==> config.mk <==
export PLATFORM = sky130hd
export DESIGN_NAME = prog_loader_flat
export DESIGN_NICKNAME = d
export VERILOG_FILES = /design/src/rtl/prog_loader_if.sv /design/src/rtl/prog_loader.sv /design/src/flat_wrapper.sv
export SDC_FILE = /design/constraint.sdc
export NUM_CORES = 1
export LEC_CHECK = 0
export BUFFER_PORTS_ARGS = -buffer_cell sky130_fd_sc_hd__buf_2
export CAP_MARGIN = 20
export CORE_MARGIN = 10
export CORE_UTILIZATION = 35
export CTS_CLUSTER_SIZE = 25
export DETAILED_ROUTE_END_ITERATION = 7
export GPL_TIMING_DRIVEN = 0
export PLACE_DENSITY = 0.66
export SLEW_MARGIN = 20
export SYNTH_ARGS = -nofsm -noshare
export SYNTH_HDL_FRONTEND = slang
export SYNTH_SLANG_ARGS = --single-unit
==> constraint.sdc <==
create_clock -name clk -period 3.9 [get_ports clk]
set_input_delay 0.585 -clock clk [delete_from_list [all_inputs] [get_ports clk]]
set_output_delay 0.585 -clock clk [all_outputs]
set_load 0.02 [all_outputs]
==> src/rtl/prog_loader_if.sv <==
// Host byte-stream handshake and CPU RAM write port of the program loader.
// The loader takes the slave modport; the host/testbench side takes master.
interface prog_loader_if;
    logic       in_valid;
    logic [7:0] in_data;
    logic       in_ready;
    logic [7:0] ram_addr;
    logic [7:0] ram_data;
    logic       ram_wren;

    modport slave  (input  in_valid, in_data,
                    output in_ready, ram_addr, ram_data, ram_wren);
    modport master (output in_valid, in_data,
                    input  in_ready, ram_addr, ram_data, ram_wren);
endinterface

==> src/rtl/prog_loader.sv <==
// Streams a program into CPU RAM, then releases the CPU with a one-cycle run pulse.
// Define PROG_LOADER_CHECKSUM_EN to append a checksum byte that must bring the sum to 0.
module prog_loader (
    input  logic         clk,
    input  logic         rstn,
    input  logic         start,
    input  logic [7:0]   len,
    input  logic         abort,
    prog_loader_if.slave bus,
    output logic         cpu_rst,
    output logic         cpu_run,
    output logic         busy,
    output logic         done,
    output logic         err,
    output logic [7:0]   sum
);
    typedef enum logic [2:0] {IDLE, LOAD, CHECK, RUN, DONE, ERR} state_t;

    state_t     state, state_nxt;
    logic [7:0] left;      // bytes still to load; 0 stands for 256
    logic [7:0] addr_cnt;
    logic       accept;
    logic       launch;
    logic [7:0] sum_nxt;

    assign sum_nxt = sum + bus.in_data;

    always_ff @(posedge clk or negedge rstn) begin
        if (!rstn) state <= IDLE;
        else       state <= state_nxt;
    end

    // NOTE: every output of this block gets a default first, so no latch can be inferred.
    always_comb begin
        state_nxt    = state;
        launch       = 1'b0;
        accept       = 1'b0;
        bus.in_ready = 1'b0;
        cpu_rst      = 1'b1;
        cpu_run      = 1'b0;
        busy         = 1'b0;
        done         = 1'b0;
        err          = 1'b0;
        case (state)
            IDLE: launch = start;
            LOAD: begin
                bus.in_ready = 1'b1;
                busy         = 1'b1;
                accept       = bus.in_valid;
                if (accept && left == 8'd1) begin
`ifdef PROG_LOADER_CHECKSUM_EN
                    state_nxt = CHECK;
`else
                    state_nxt = RUN;
`endif
                end
            end
`ifdef PROG_LOADER_CHECKSUM_EN
            CHECK: begin
                bus.in_ready = 1'b1;
                busy         = 1'b1;
                accept       = bus.in_valid;
                if (accept) state_nxt = (sum_nxt == 8'd0) ? RUN : ERR;
            end
            ERR: begin
                err    = 1'b1;
                launch = start;
            end
`endif
            RUN: begin
                cpu_rst   = 1'b0;
                cpu_run   = 1'b1;
                busy      = 1'b1;
                state_nxt = DONE;
            end
            DONE: begin
                cpu_rst = 1'b0;
                done    = 1'b1;
                launch  = start;
            end
            default: state_nxt = IDLE;
        endcase
        if (launch) state_nxt = LOAD;
        // Abort wins over start and over a byte handshaking on the same edge.
        if (abort) begin
            state_nxt = IDLE;
            launch    = 1'b0;
            accept    = 1'b0;
        end
    end

    // NOTE: sequential state uses non-blocking assignments only, so every register samples pre-edge values.
    always_ff @(posedge clk or negedge rstn) begin
        if (!rstn) begin
            left         <= 8'd0;
            addr_cnt     <= 8'd0;
            sum          <= 8'd0;
            bus.ram_addr <= 8'd0;
            bus.ram_data <= 8'd0;
            bus.ram_wren <= 1'b0;
        end else begin
            bus.ram_wren <= 1'b0;
            if (launch) begin
                left     <= len;
                addr_cnt <= 8'd0;
                sum      <= 8'd0;
            end
            if (accept) sum <= sum_nxt;
            // Only program bytes reach RAM; the checksum byte only updates the sum.
            if (accept && state == LOAD) begin
                bus.ram_addr <= addr_cnt;
                bus.ram_data <= bus.in_data;
                bus.ram_wren <= 1'b1;
                addr_cnt     <= addr_cnt + 8'd1;
                left         <= left - 8'd1;
            end
        end
    end
endmodule

==> src/flat_wrapper.sv <==
// flat-port wrapper written by rule: the top's interface ports become plain ports
module prog_loader_flat 
  (clk, rstn, start, len, abort, cpu_rst, cpu_run, busy, done, err, sum, bus_in_valid, bus_in_data, bus_in_ready, bus_ram_addr, bus_ram_data, bus_ram_wren);
  prog_loader_if bus_i ();
  input  logic clk;
  input  logic rstn;
  input  logic start;
  input  logic [7:0] len;
  input  logic abort;
  output logic cpu_rst;
  output logic cpu_run;
  output logic busy;
  output logic done;
  output logic err;
  output logic [7:0] sum;
  input wire logic [$bits(bus_i.in_valid)-1:0] bus_in_valid;
  input wire logic [$bits(bus_i.in_data)-1:0] bus_in_data;
  output wire logic [$bits(bus_i.in_ready)-1:0] bus_in_ready;
  output wire logic [$bits(bus_i.ram_addr)-1:0] bus_ram_addr;
  output wire logic [$bits(bus_i.ram_data)-1:0] bus_ram_data;
  output wire logic [$bits(bus_i.ram_wren)-1:0] bus_ram_wren;
  assign bus_i.in_valid = bus_in_valid;
  assign bus_i.in_data = bus_in_data;
  assign bus_in_ready = bus_i.in_ready;
  assign bus_ram_addr = bus_i.ram_addr;
  assign bus_ram_data = bus_i.ram_data;
  assign bus_ram_wren = bus_i.ram_wren;
  prog_loader u_core (.clk(clk), .rstn(rstn), .start(start), .len(len), .abort(abort), .bus(bus_i), .cpu_rst(cpu_rst), .cpu_run(cpu_run), .busy(busy), .done(done), .err(err), .sum(sum));
endmodule
After elaboration in Yosys (flattened, before gate mapping)
Cells that the tools add are included.
{"block": "word_totals", "ff_bits": 44, "input_bits": 21, "output_inout_bits": 31, "wordCells": 44}
{"block": "classes", "add_sub_neg": 3, "n_eq_ne": 6, "muxes": 19, "n_reduce_logical": 9}
{"cell": "two-way mux 8 bit", "count": 5}
{"cell": "two-way mux 1 bit", "count": 10}
{"cell": "two-way mux 3 bit", "count": 3}
{"cell": "case mux 3 bit (3 select lines)", "count": 1}
{"cell": "adder 8 x 1 -> 8 bit (second input constant)", "count": 1}
{"cell": "adder 8 bit", "count": 1}
{"cell": "== test 8 x 1 -> 1 bit (second input constant)", "count": 1}
{"cell": "subtractor 8 x 1 -> 8 bit (second input constant)", "count": 1}
{"cell": "OR reduction 2 bit", "count": 3}
{"cell": "inequality test 4 x 2 -> 1 bit (second input constant)", "count": 1}
{"cell": "nonzero test 2 bit", "count": 2}
{"cell": "== test 3 x 1 -> 1 bit (second input constant)", "count": 1}
{"cell": "== test 3 x 2 -> 1 bit (second input constant)", "count": 1}
{"cell": "== test 3 bit (second input constant)", "count": 1}
{"cell": "zero test 3 bit", "count": 1}
{"cell": "inequality test 3 x 1 -> 1 bit (second input constant)", "count": 1}
{"cell": "logical AND 1 bit", "count": 2}
{"cell": "AND reduction 2 bit", "count": 1}

Logic depth before layout (Yosys ltp)
Gate-level depths: netlist of run 1.
{"block": "depth", "depth_word": 6, "mapped_depth": 7, "depth_no_buf": 7}

Worst setup path before layout of run 1
No wires, ideal clock.
{"block": "synth_path", "path_type": "input-to-reg", "start": "input port bus_in_data[0]", "end": "register u_core.sum[6]", "setup_time_ps": 125, "t_arrival_ps": 1862, "required_ps": 3775, "setup_slack_ps": 1914, "cell_stages": 7, "path_buffers": 0, "path_cell_list": "ha_1 -> fa_1 -> a21o_1 -> a21o_1 -> a21oi_1 -> or4b_1 -> nand3_1"}
{"block": "synth_between", "elab_chain_len": 2}
{"item": "from (decl)", "line_no": "flat_wrapper.sv:17", "source": "input wire logic [$bits(bus_i.in_data)-1:0] bus_in_data;"}
{"item": "adder 8 bit", "line_no": "prog_loader.sv:26", "source": "assign sum_nxt = sum + bus.in_data;"}
{"item": "two-way mux 8 bit", "line_no": "prog_loader.sv:108", "source": "if (accept) sum <= sum_nxt;"}
{"item": "to (signal assigned)", "line_no": "prog_loader.sv:108"}
{"item": "to (decl)", "line_no": "prog_loader.sv:15", "source": "output logic [7:0] sum"}
No other way between the ends.
A chain may end at the register's enable or synchronous reset.

Worst setup path in the final report of run 1
{"block": "layout_path", "start": "register u_core.sum[0]", "end": "register u_core.sum[6]"}
{"block": "layout_between", "elab_chain_len": 2}
{"item": "adder 8 bit", "line_no": "prog_loader.sv:26"}
{"item": "two-way mux 8 bit", "line_no": "prog_loader.sv:108"}
No other way between the ends.

==> results of run 1 <==
[stage by stage]
| stage | std cells | total power, mW | util | area [um2] | hold WS [ns] |
|---|---|---|---|---|---|
| floorplan | 242 | 0.773 | - | 2220 | 0.289 |
| detailed placement | 367 | 0.882 | 0.425 | 2560 | 0.443 |
| finish | 375 | 1.17 | 0.441 | 2660 | 0.277 |
| CTS | 375 | 1.19 | 0.440 | 2650 | 0.454 |
| global placement | 367 | 0.872 | 0.425 | 2560 | 0.432 |
| global route | 375 | 1.25 | 0.441 | 2660 | 0.326 |
[kinds of logic (layout without fill, tap and decap cells)]
group / Yosys count / count (layout)
adder cells (fa/ha/maj): 11 / 11
buffers and inverters: 18 / 76
AND/OR/NAND/NOR: 118 / 118
AO/OA/AOI/OAI: 46 / 46
XOR/XNOR: 4 / 4
flip-flops: 44 / 44
other: 1 / 1
[sequential cells by signal (all words and copies together), names as in the netlist]
register,cells
u_core.addr_cnt,8
u_core.bus.ram_addr,8
u_core.bus.ram_data,8
u_core.left,8
u_core.sum,8
u_core.state,3
u_core.bus.ram_wren,1
[cell usage after synthesis, drive strengths merged, types with 3 or more instances]
library cell | count | area, um2
nand2 | 67 | 254
dfrtp | 44 | 1100
nand3 | 19 | 108
o21ai | 16 | 80.1
ha | 10 | 125
a21oi | 9 | 45.0
nor2 | 9 | 38.8
buf | 8 | 43.8
inv | 7 | 26.3
o211ai | 6 | 45.0
a21o | 4 | 30.0
and3 | 4 | 25.0
nand2b | 4 | 25.0
nand4 | 4 | 25.0
clkbuf | 3 | 11.3
nor3 | 3 | 15.0
o311ai | 3 | 26.3
xnor2 | 3 | 26.3
[worst max-delay path by stage]
stage,startpoint,end,depth (start not counted)
2_1_floorplan,bus_in_data[0],u_core.sum[6],7
3_3_place_gp,bus_in_data[0],u_core.sum[6],8
3_5_place_dp,bus_in_data[0],u_core.sum[6],8
4_1_cts,u_core.sum[0],u_core.sum[6],7
5_1_grt,u_core.sum[0],u_core.sum[6],7
6_report,u_core.sum[0],u_core.sum[6],7
[layer usage]
layer | vias to the layer above | routed length, um
met3 | 7 | 338
met1 | 899 | 2470
met5 | - | 0
met2 | 47 | 2500
li1 | 957 | -
met4 | 0 | 75
[power groups by stage]
stage / clock network (mW) / registers, mW / logic [mW]
2_1_floorplan: 0 / 0.612 / 0.162
3_3_place_gp: 0 / 0.565 / 0.307
3_5_place_dp: 0 / 0.569 / 0.313
4_1_cts: 0.314 / 0.560 / 0.316
5_1_grt: 0.327 / 0.569 / 0.350
6_report: 0.300 / 0.560 / 0.310
[critical path, stage by stage, from the launching register on]
cell and delay (ns):
sky130_fd_sc_hd__dfrtp_1 0.40, sky130_fd_sc_hd__ha_1 0.23, sky130_fd_sc_hd__fa_1 0.42, sky130_fd_sc_hd__a21o_1 0.18, sky130_fd_sc_hd__a21o_1 0.19, sky130_fd_sc_hd__a21oi_1 0.19, sky130_fd_sc_hd__or4b_1 0.13, sky130_fd_sc_hd__nand3_1 0.05
[final cells by class]
cell class | count | area [um2]
repair buffers | 50 | 253
flip-flops and latches | 44 | 1100
fillers | 628 | 3370
plain buffers | 11 | 55.1
clock buffers | 8 | 90.1
inverters | 7 | 26.3
well taps | 75 | 93.8
multi-input cells | 180 | 1040
==> impl_metrics.tcl, run 1 <==
set metrics [dict create \
    outcome "completed" \
    async_reset_ff_frac 1.00 \
    nets 331 \
    post-cts-setup-buffers 0 \
    ctsResizeCount 0 \
    min_path_type "input port to async pin" \
    combinational_family_with_the_most_area_after_synthesis "simple AND/OR/NAND/NOR gates" \
    globalRouteMet3Util 0.0346 \
    pin_count 52 \
    worst_slew_pin_slew_ns 0.560 \
    synth_simple_gate_area_share 0.252 \
    gr-usage-met2 0.184 \
    layout.cells.most_common_list "sky130_fd_sc_hd__nand2_1 (66), sky130_fd_sc_hd__buf_2 (54), sky130_fd_sc_hd__dfrtp_1 (44), sky130_fd_sc_hd__nand3_1 (18), sky130_fd_sc_hd__o21ai_0 (16)" \
    post-route-drc-count 0 \
    grt_pass1_vias 1940 \
    ys_seq_elements 44 \
    timing.final.hold_violations 0 \
    vdd_ir_drop_max_mv 0.176 \
    final_layout_size_suffix_gt1_frac 0.233 \
    vias_per_cell 5.09 \
    grt_max_degree 45 \
    crit-reg2reg-capture "u_core.sum[6]" \
    finalSetupViolations 0 \
    placement_rows 28 \
    floorplan.core_area_um2 6030 \
    placement.io_buffers 50 \
    ctsHtreeMaxLevel 2 \
    yosysWarnings 0 \
    worst_ep_required_time_ns 4.09 \
    initial_core_util 0.368 \
    detail-route-antenna-nets 0 \
    netSwitchingPower_mw 0.388 \
    report.final.slew_viol_count 0 \
    die_area_um2 9920 \
    clock-skew-final_ns 0.00356 \
    power.sequential.fraction 0.479 \
    max-slew-margin-rel 0.627 \
    cts_sinks 44 \
    vias 1910 \
    fmax_mhz 523 \
    register_to_register_setup_slack_ns 1.99 \
    areaGrowthSynthToFinish_pct 19.7 \
    synth_mux_area_frac 0 \
    gpl.final_weighted_congestion 0.796 \
    number_of_flops_mapped_to_enable_cells_by_yosys 0 \
    commonest_non_fill_non_tap_cell_in_the_layout "sky130_fd_sc_hd__nand2_1" \
    critPathLaunchType "flip-flop" \
    finalCritPeriodShare 0.491 \
    die_height_um 99.6 \
    grt-ovfl-total 0 \
    num_antenna_cells 0 \
    finalWorstPathRequiredPeriod_ns 1.91 \
    cts_inserted_buffers 5 \
    detailedRoute.firstIterationViolations 61 \
    antenna_found_initial 0 \
    share_of_the_synthesized_area_in_compound_gates_ao_oa_aoi_oai 0.132 \
    critical_path_class "flip-flop to flip-flop" \
    total_power_per_unit_cell_area_nw_per_um2 440 \
    cts_buffer_depth 2 \
    die-width_um 99.6 \
    place_ws_ns 1.69 \
    critPathCaptureType "flip-flop" \
    mappedNetlistArea_um2 2220 \
    power.static_leakage_nw 1.40 \
    cts_hold_repair.buffers 0 \
    timing.rr.start "u_core.sum[0]" \
    grt_busiest_layer "met2" \
    detailedPlacementHpwl_um 3950 \
    synth.distinct_cells 43 \
    syn-num-nets 274 \
    timing.max_cap.violations 0 \
    finalSetupTns_ns 0 \
    share_clk_of_total_power 0.256 \
    postSynth.topFlopCell "sky130_fd_sc_hd__dfrtp_1" \
    r2r_cells 7 \
    worstSkewPairLatency_ns 0.30 \
    average_instance_area_after_synthesis_um2 9.17 \
    drtPass1Iterations 4 \
    worst_path_setup_slack_after_routing_ns 1.99 \
    tritoncts "done" \
    power.share.combinational 0.265 \
    routedWlPerCell_um 14.4 \
    p_sw_frac 0.332 \
    synth-xor-area-share 0.0158 \
    clock_slew_seen_by_the_registers_of_the_worst_setup_and_hold_paths_ns 0.08 \
    grt.met1_usage 0.134 \
    grt_setup_unrepaired "no" \
    grtUsageTotal 0.112 \
    clock_tree_root_driver_cell "sky130_fd_sc_hd__clkbuf_8" \
    seq_area_frac_synth 0.496 \
    wirelength_um 5380 \
    maximum_fanout_count_along_the_critical_path 3 \
    cell_internal_pwr_mw 0.781 \
    worst_endpoint_data_arrival_time_ns 2.10 \
    synthAdderAreaFrac 0.0654 \
    grt_first_pass_wirelength_um 9280 \
    netlist_instances 242 \
]
Power figures use the tool's default switching activity.
==> run 2, diff against run 1 <==
==> constraint.sdc (replaced) <==
create_clock -name clk -period 2 [get_ports clk]
set_input_delay 0.3 -clock clk [delete_from_list [all_inputs] [get_ports clk]]
set_output_delay 0.3 -clock clk [all_outputs]
set_load 0.02 [all_outputs]
==> run 2 against run 1 <==
Compared with the run above:
- the flow now finishes with violations (hold timing)
- combinational power increased by 96%
- worst hold slack worse by 0.28 ns
- clock skew is essentially flat
- final area grew 0.14%
- sequential share of layout area fell by 0.058 points
- critical path depth unchanged
- clock power increased by 95%
==> impl_metrics.tcl, run 2 (synthesis results as in run 1) <==
set metrics [dict create \
    outcome "finished, violations left" \
    failed_checks "hold timing" \
    timing.final.hold_violations 13 \
    detailedRoute.firstIterationViolations 62 \
    cell_internal_pwr_mw 1.52 \
    worst_path_setup_slack_after_routing_ns 0.107 \
    worst_path_most_repeated_cell "sky130_fd_sc_hd__a21o_1" \
    power.share.combinational 0.266 \
    ctsHtreeMaxLevel 2 \
    commonest_non_fill_non_tap_cell_in_the_layout "sky130_fd_sc_hd__nand2_1" \
    finalSetupViolations 0 \
    vias 1900 \
    pin_count 52 \
    clock_slew_seen_by_the_registers_of_the_worst_setup_and_hold_paths_ns 0.08 \
    fmax_mhz 528 \
    share_clk_of_total_power 0.256 \
    post-route-drc-count 0 \
    detail-route-antenna-nets 0 \
    grt_first_pass_wirelength_um 9280 \
    critPathCaptureType "flip-flop" \
    vdd_ir_drop_max_mv 0.344 \
    grt_pass1_vias 1940 \
    routedWlPerCell_um 14.4 \
    die_height_um 99.6 \
    grt_max_degree 45 \
    floorplan.core_area_um2 6030 \
    cts_buffer_depth 2 \
    drtPass1Iterations 4 \
    nets 331 \
    fin_hold_ws_ns -0.00688 \
    clock_tree_root_driver_cell "sky130_fd_sc_hd__clkbuf_8" \
    num_antenna_cells 0 \
    vias_per_cell 5.07 \
    finalCritPeriodShare 0.946 \
    total_power_per_unit_cell_area_nw_per_um2 859 \
    critPathLaunchType "flip-flop" \
    gpl.final_weighted_congestion 0.796 \
    worstSkewPairLatency_ns 0.30 \
    layout.cells.most_common_list "sky130_fd_sc_hd__nand2_1 (66), sky130_fd_sc_hd__buf_2 (54), sky130_fd_sc_hd__dfrtp_1 (44), sky130_fd_sc_hd__nand3_1 (18), sky130_fd_sc_hd__o21ai_0 (16)" \
    finalSetupTns_ns 0 \
    timing.max_cap.violations 0 \
    max-slew-margin-rel 0.626 \
    worst_endpoint_data_arrival_time_ns 2.08 \
    report.final.slew_viol_count 0 \
    register_area_um2 1100 \
    die_area_um2 9920 \
    clock-skew-final_ns 0.00308 \
    multi_input_area_um2 1040 \
    grt_setup_unrepaired "no" \
    critPathSlowestCell "sky130_fd_sc_hd__fa_1" \
    placement.io_buffers 50 \
    cts_inserted_buffers 5 \
    nFillCells 626 \
    place_ws_ns 0.0723 \
    worst_ep_required_time_ns 2.19 \
    detailedPlacementHpwl_um 3950 \
    p_sw_frac 0.332 \
    worst_slew_pin_slew_ns 0.560 \
    power.sequential.fraction 0.478 \
    cp_cell_sequence "ha_1 -> fa_1 -> a21o_1 -> a21o_1 -> a21oi_2 -> or4b_1 -> nand3_1" \
    finalWorstPathRequiredPeriod_ns 1.89 \
    critical_path_class "flip-flop to flip-flop" \
    wirelength_um 5390 \
    cp_slowest_stage_delay_ns 0.42 \
    grtUsageTotal 0.112 \
    die-width_um 99.6 \
    netSwitchingPower_mw 0.759 \
    placedInstanceArea_um2 2560 \
    power.static_leakage_nw 1.40 \
    finalPower_mw 2.28 \
    min_path_type "input port to async pin" \
    final_layout_size_suffix_gt1_frac 0.237 \
    finish.instance_area_um2 2660 \
    worst-path-buf-inv 0 \
    grt-ovfl-total 0 \
    maximum_fanout_count_along_the_critical_path 3 \
    initial_core_util 0.368 \
    cpLargestDelayFamily "adder cells" \
    tritoncts "done" \
    cts_sinks 44 \
    antenna_found_initial 0 \
    placement_rows 28 \
    areaGrowthSynthToFinish_pct 19.9 \
]
[run 2: cell types whose count changed in the layout (fill, tap and decap cells not counted)]
cell,before,now
sky130_fd_sc_hd__a21oi_1,9,8
sky130_fd_sc_hd__a21oi_2,0,1
[run 2: power by group through the flow]
stage | registers [mW] | clock network (mW) | logic, mW
after global routing | 1.11 | 0.638 | 0.686
final | 1.09 | 0.584 | 0.608
after detailed placement | 1.11 | 0 | 0.611
after CTS | 1.09 | 0.613 | 0.616
after global placement | 1.10 | 0 | 0.598
after floorplan | 1.19 | 0 | 0.315
[run 2: area by class of cell]
| cell class | instances | share of cell area |
|---|---|---|
| repair buffers | 50 | 0.0951 |
| well taps | 75 | 0.0353 |
| clock buffers | 8 | 0.0339 |
| multi-input cells | 180 | 0.391 |
| flip-flops and latches | 44 | 0.414 |
| inverters | 7 | 0.00988 |
| plain buffers | 11 | 0.0207 |
[run 2: final timing paths]
kind / from / endpoint / slack (ns) / cells past startpoint
hold reg to reg: u_core.left[7] / u_core.state[1] / 0.45 / 1
min in group clk: abort / u_core.state[2] / 0.19 / 2
hold / removal: rstn / u_core.bus.ram_data[1] / -0.007 / 1
setup / recovery: u_core.sum[0] / u_core.sum[6] / 0.11 / 7
setup reg to reg: u_core.sum[0] / u_core.sum[6] / 0.11 / 7
max in group asynchronous: rstn / u_core.addr_cnt[0] / 1.63 / 1
[run 2: what timing repair did]
action | in CTS | in global routing
buffers inserted | 0 | 0
resized for setup | 0 | 1
endpoints found under the setup margin | 0 | 1
hold buffers | 0 | 0
[run 2: layer usage]
metal | track usage | wire length (um) | vias to the layer above
li1 | - | - | 959
met1 | 0.134 | 2470 | 887
met2 | 0.184 | 2500 | 47
met3 | 0.0346 | 335 | 7
met4 | 0.0364 | 74 | 0
met5 | 0 | 0 | -
[run 2: per-stage QoR]
| step | hold slack, ns | instances | util |
|---|---|---|---|
| 2_1_floorplan | 0.00441 | 242 | - |
| 5_1_grt | 0.0408 | 375 | 0.441 |
| 4_1_cts | 0.185 | 375 | 0.440 |
| 3_3_place_gp | 0.432 | 367 | 0.425 |
| 3_5_place_dp | 0.443 | 367 | 0.425 |
| 6_report | -0.00688 | 375 | 0.441 |
==> run 3, diff against run 2 <==
--- a/config.mk
+++ b/config.mk
@@ -5,6 +5,7 @@
 export SDC_FILE = /design/constraint.sdc
 export NUM_CORES = 1
 export LEC_CHECK = 0
+export ABC_AREA = 1
 export BUFFER_PORTS_ARGS = -buffer_cell sky130_fd_sc_hd__buf_2
 export CAP_MARGIN = 20
 export CORE_MARGIN = 10
@@ -12,7 +13,7 @@
 export CTS_CLUSTER_SIZE = 25
 export DETAILED_ROUTE_END_ITERATION = 7
 export GPL_TIMING_DRIVEN = 0
-export PLACE_DENSITY = 0.66
+export PLACE_DENSITY = 0.65
 export SLEW_MARGIN = 20
 export SYNTH_ARGS = -nofsm -noshare
 export SYNTH_HDL_FRONTEND = slang
==> run 3 against run 2 <==
Compared with the run above:
- the run still ends with hold timing left
- wire length rose by 9.2%
- sequential share of layout area fell by 3.9 points
- sequential power rose by 19%
- via count rose by 12%
- final area rose by 10%
- first-iteration DRC count rose by 26%
- maximum frequency rose by 16%
- total power rose by 38%
- clock-buffer cell count fell by 3
- setup slack improved by 0.27 ns
- critical endpoint is now cpu_run
- combinational power rose by 110%
- flip-flop and latch count did not move
==> impl_metrics.tcl, run 3 <==
set metrics [dict create \
    worst_endpoint_data_arrival_time_ns 1.33 \
    ctsResizeCount 0 \
    detailedRoute.firstIterationViolations 78 \
    worst_ep_required_time_ns 1.70 \
    timing.rr.start "u_core.sum[0]" \
    placement_rows 30 \
    combinational_family_with_the_most_area_after_synthesis "simple AND/OR/NAND/NOR gates" \
    pin_count 52 \
    report.final.slew_viol_count 0 \
    ys_seq_elements 44 \
    share_of_the_synthesized_area_in_compound_gates_ao_oa_aoi_oai 0.0733 \
    maximum_fanout_count_along_the_critical_path 5 \
    worst_path_setup_slack_after_routing_ns 0.374 \
    vias_per_cell 4.55 \
    total_power_per_unit_cell_area_nw_per_um2 1080 \
    commonest_non_fill_non_tap_cell_in_the_layout "sky130_fd_sc_hd__nand2_1" \
    critPathCaptureType "primary output" \
    detail-route-antenna-nets 0 \
    async_reset_ff_frac 1.00 \
    synth.distinct_cells 35 \
    cts_inserted_buffers 5 \
    synth_area_leaders "sky130_fd_sc_hd__dfrtp_1 (44%), sky130_fd_sc_hd__nand2_1 (17%), sky130_fd_sc_hd__inv_1 (5.6%)" \
    min_path_type "input port to async pin" \
    cts_sinks 44 \
    syn-num-nets 345 \
    detailedPlacementHpwl_um 4470 \
    synthDominantAreaCellType "sky130_fd_sc_hd__dfrtp_1" \
    routedWlPerCell_um 12.6 \
    grt_pass1_vias 2087 \
    failed_checks "hold timing" \
    postSynth.topFlopCell "sky130_fd_sc_hd__dfrtp_1" \
    post-route-drc-count 0 \
    register_to_register_setup_slack_ns 0.43 \
    cts_hold_repair.buffers 0 \
    grt_first_pass_wirelength_um 10000 \
    die-width_um 104 \
    critical_path_class "flip-flop to primary output" \
    synth_simple_gate_area_share 0.295 \
    multi_input_area_um2 1140 \
    finish.instance_area_um2 2940 \
    critPathSlowestCell "sky130_fd_sc_hd__dfrtp_1" \
    vias 2126 \
    netlist_instances 313 \
    nFillCells 726 \
    placedInstanceArea_um2 2850 \
    final_layout_size_suffix_gt1_frac 0.213 \
    register_area_um2 1100 \
    cp_cell_sequence "clkinv_2 -> nor3_1 -> buf_2" \
    areaGrowthSynthToFinish_pct 18.6 \
    timing.final.hold_violations 4 \
    placement.io_buffers 50 \
    power.static_leakage_nw 1.63 \
    grt-ovfl-total 0 \
    fmax_mhz 615 \
    cts_buffer_depth 2 \
    number_of_flops_mapped_to_enable_cells_by_yosys 0 \
    finalSetupViolations 0 \
    grt_setup_unrepaired "no" \
    ctsHtreeMaxLevel 2 \
    timing.max_cap.violations 0 \
    portion_of_synthesized_cell_area_occupied_by_the_leading_cell_type 0.445 \
    yosysWarnings 0 \
    grt_max_degree 45 \
    vdd_ir_drop_max_mv 0.463 \
    max-slew-margin-rel 0.611 \
    fin_hold_ws_ns -0.00472 \
    post-cts-setup-buffers 0 \
    gpl.final_weighted_congestion 0.777 \
    layout.cells.most_common_list "sky130_fd_sc_hd__nand2_1 (115), sky130_fd_sc_hd__buf_2 (50), sky130_fd_sc_hd__dfrtp_1 (44), sky130_fd_sc_hd__inv_1 (37), sky130_fd_sc_hd__nand3_1 (23)" \
    clock_slew_seen_by_the_registers_of_the_worst_setup_and_hold_paths_ns 0.09 \
    critPathLaunchType "flip-flop" \
    place_ws_ns 0.388 \
    tritoncts "done" \
    drtPass1Iterations 4 \
    finalWorstPathRequiredPeriod_ns 1.63 \
    finalPower_mw 3.16 \
    grtUsageTotal 0.110 \
    average_instance_area_after_synthesis_um2 7.91 \
    clock_tree_root_driver_cell "sky130_fd_sc_hd__clkbuf_8" \
    nets 402 \
    synthAdderAreaFrac 0.0586 \
    initial_core_util 0.362 \
    ys_top_cells_by_count "sky130_fd_sc_hd__nand2_1 (115), sky130_fd_sc_hd__dfrtp_1 (44), sky130_fd_sc_hd__inv_1 (37)" \
    cp_slowest_stage_delay_ns 0.35 \
    worstSkewPairLatency_ns 0.30 \
    antenna_found_initial 0 \
    seq_area_frac_synth 0.445 \
    floorplan.core_area_um2 6830 \
    die_height_um 104 \
    r2r_cells 6 \
    synth-xor-area-share 0.0319 \
    crit-reg2reg-capture "u_core.sum[4]" \
    finalCritPeriodShare 0.813 \
    wirelength_um 5880 \
    num_antenna_cells 0 \
    mappedNetlistArea_um2 2470 \
    worst_slew_pin_slew_ns 0.584 \
    outcome "finished, violations left" \
    die_area_um2 10800 \
    synth_mux_area_frac 0 \
    synthMostInstantiatedCell "sky130_fd_sc_hd__nand2_1" \
    clock-skew-final_ns 0.00593 \
    finalSetupTns_ns 0 \
    layout.core_utilization 0.430 \
]
run 3: cell families after synthesis:
group	after synthesis
DFF	44
buffers and inverters	49
AOI/OAI and AO/OA	33
other	1
adders and majority gates	11
xor gates and xnor gates	9
and+or+nand+nor	166
run 3: area by class of cell:
cell class	count	share of cell area
well taps	96	0.0409
plain buffers	8	0.0256
flip-flops and latches	44	0.375
inverters	41	0.0546
clock inverters	3	0.00639
multi-input cells	220	0.388
clock buffers	5	0.0234
repair buffers	50	0.0861
run 3: metrics by stage:
stage                     hold WS [ns]  instances
after floorplan                0.00441        313
after global placement           0.457        459
after detailed placement         0.459        459
after CTS                        0.207        467
after global routing            0.0299        467
final                         -0.00472        467
run 3: metal layers:
metal / routed length (um) / part of all wire / GRT usage
met1: 2720 / 0.46 / 0.130
met2: 2840 / 0.48 / 0.190
met4: 61 / 0.010 / 0.0298
met3: 253 / 0.043 / 0.0328
met5: 0 / 0 / 0
run 3: where the power goes:
part / leakage (nW) / switching [mW] / internal (mW)
combinational: 1.01 / 0.801 / 0.487
clock: 0.0479 / 0.323 / 0.244
sequential: 0.574 / 0.186 / 1.12
total: 1.63 / 1.31 / 1.85
run 3: worst max path at each step:
stage | startpoint | endpoint | slack [ns]
2_1_floorplan | u_core.state[1] | cpu_rst | 0.42
3_3_place_gp | bus_in_data[0] | u_core.sum[4] | 0.40
3_5_place_dp | bus_in_data[0] | u_core.sum[4] | 0.39
4_1_cts | u_core.state[1] | cpu_rst | 0.39
5_1_grt | u_core.sum[0] | u_core.sum[4] | 0.27
6_report | u_core.state[1] | cpu_run | 0.37
run 3: critical path, delay by kind of cell, from the launching register on:
kind	cells	cell delay, ns
and+or+nand+nor	1	0.32
buffers and inverters	2	0.35
DFF	1	0.35
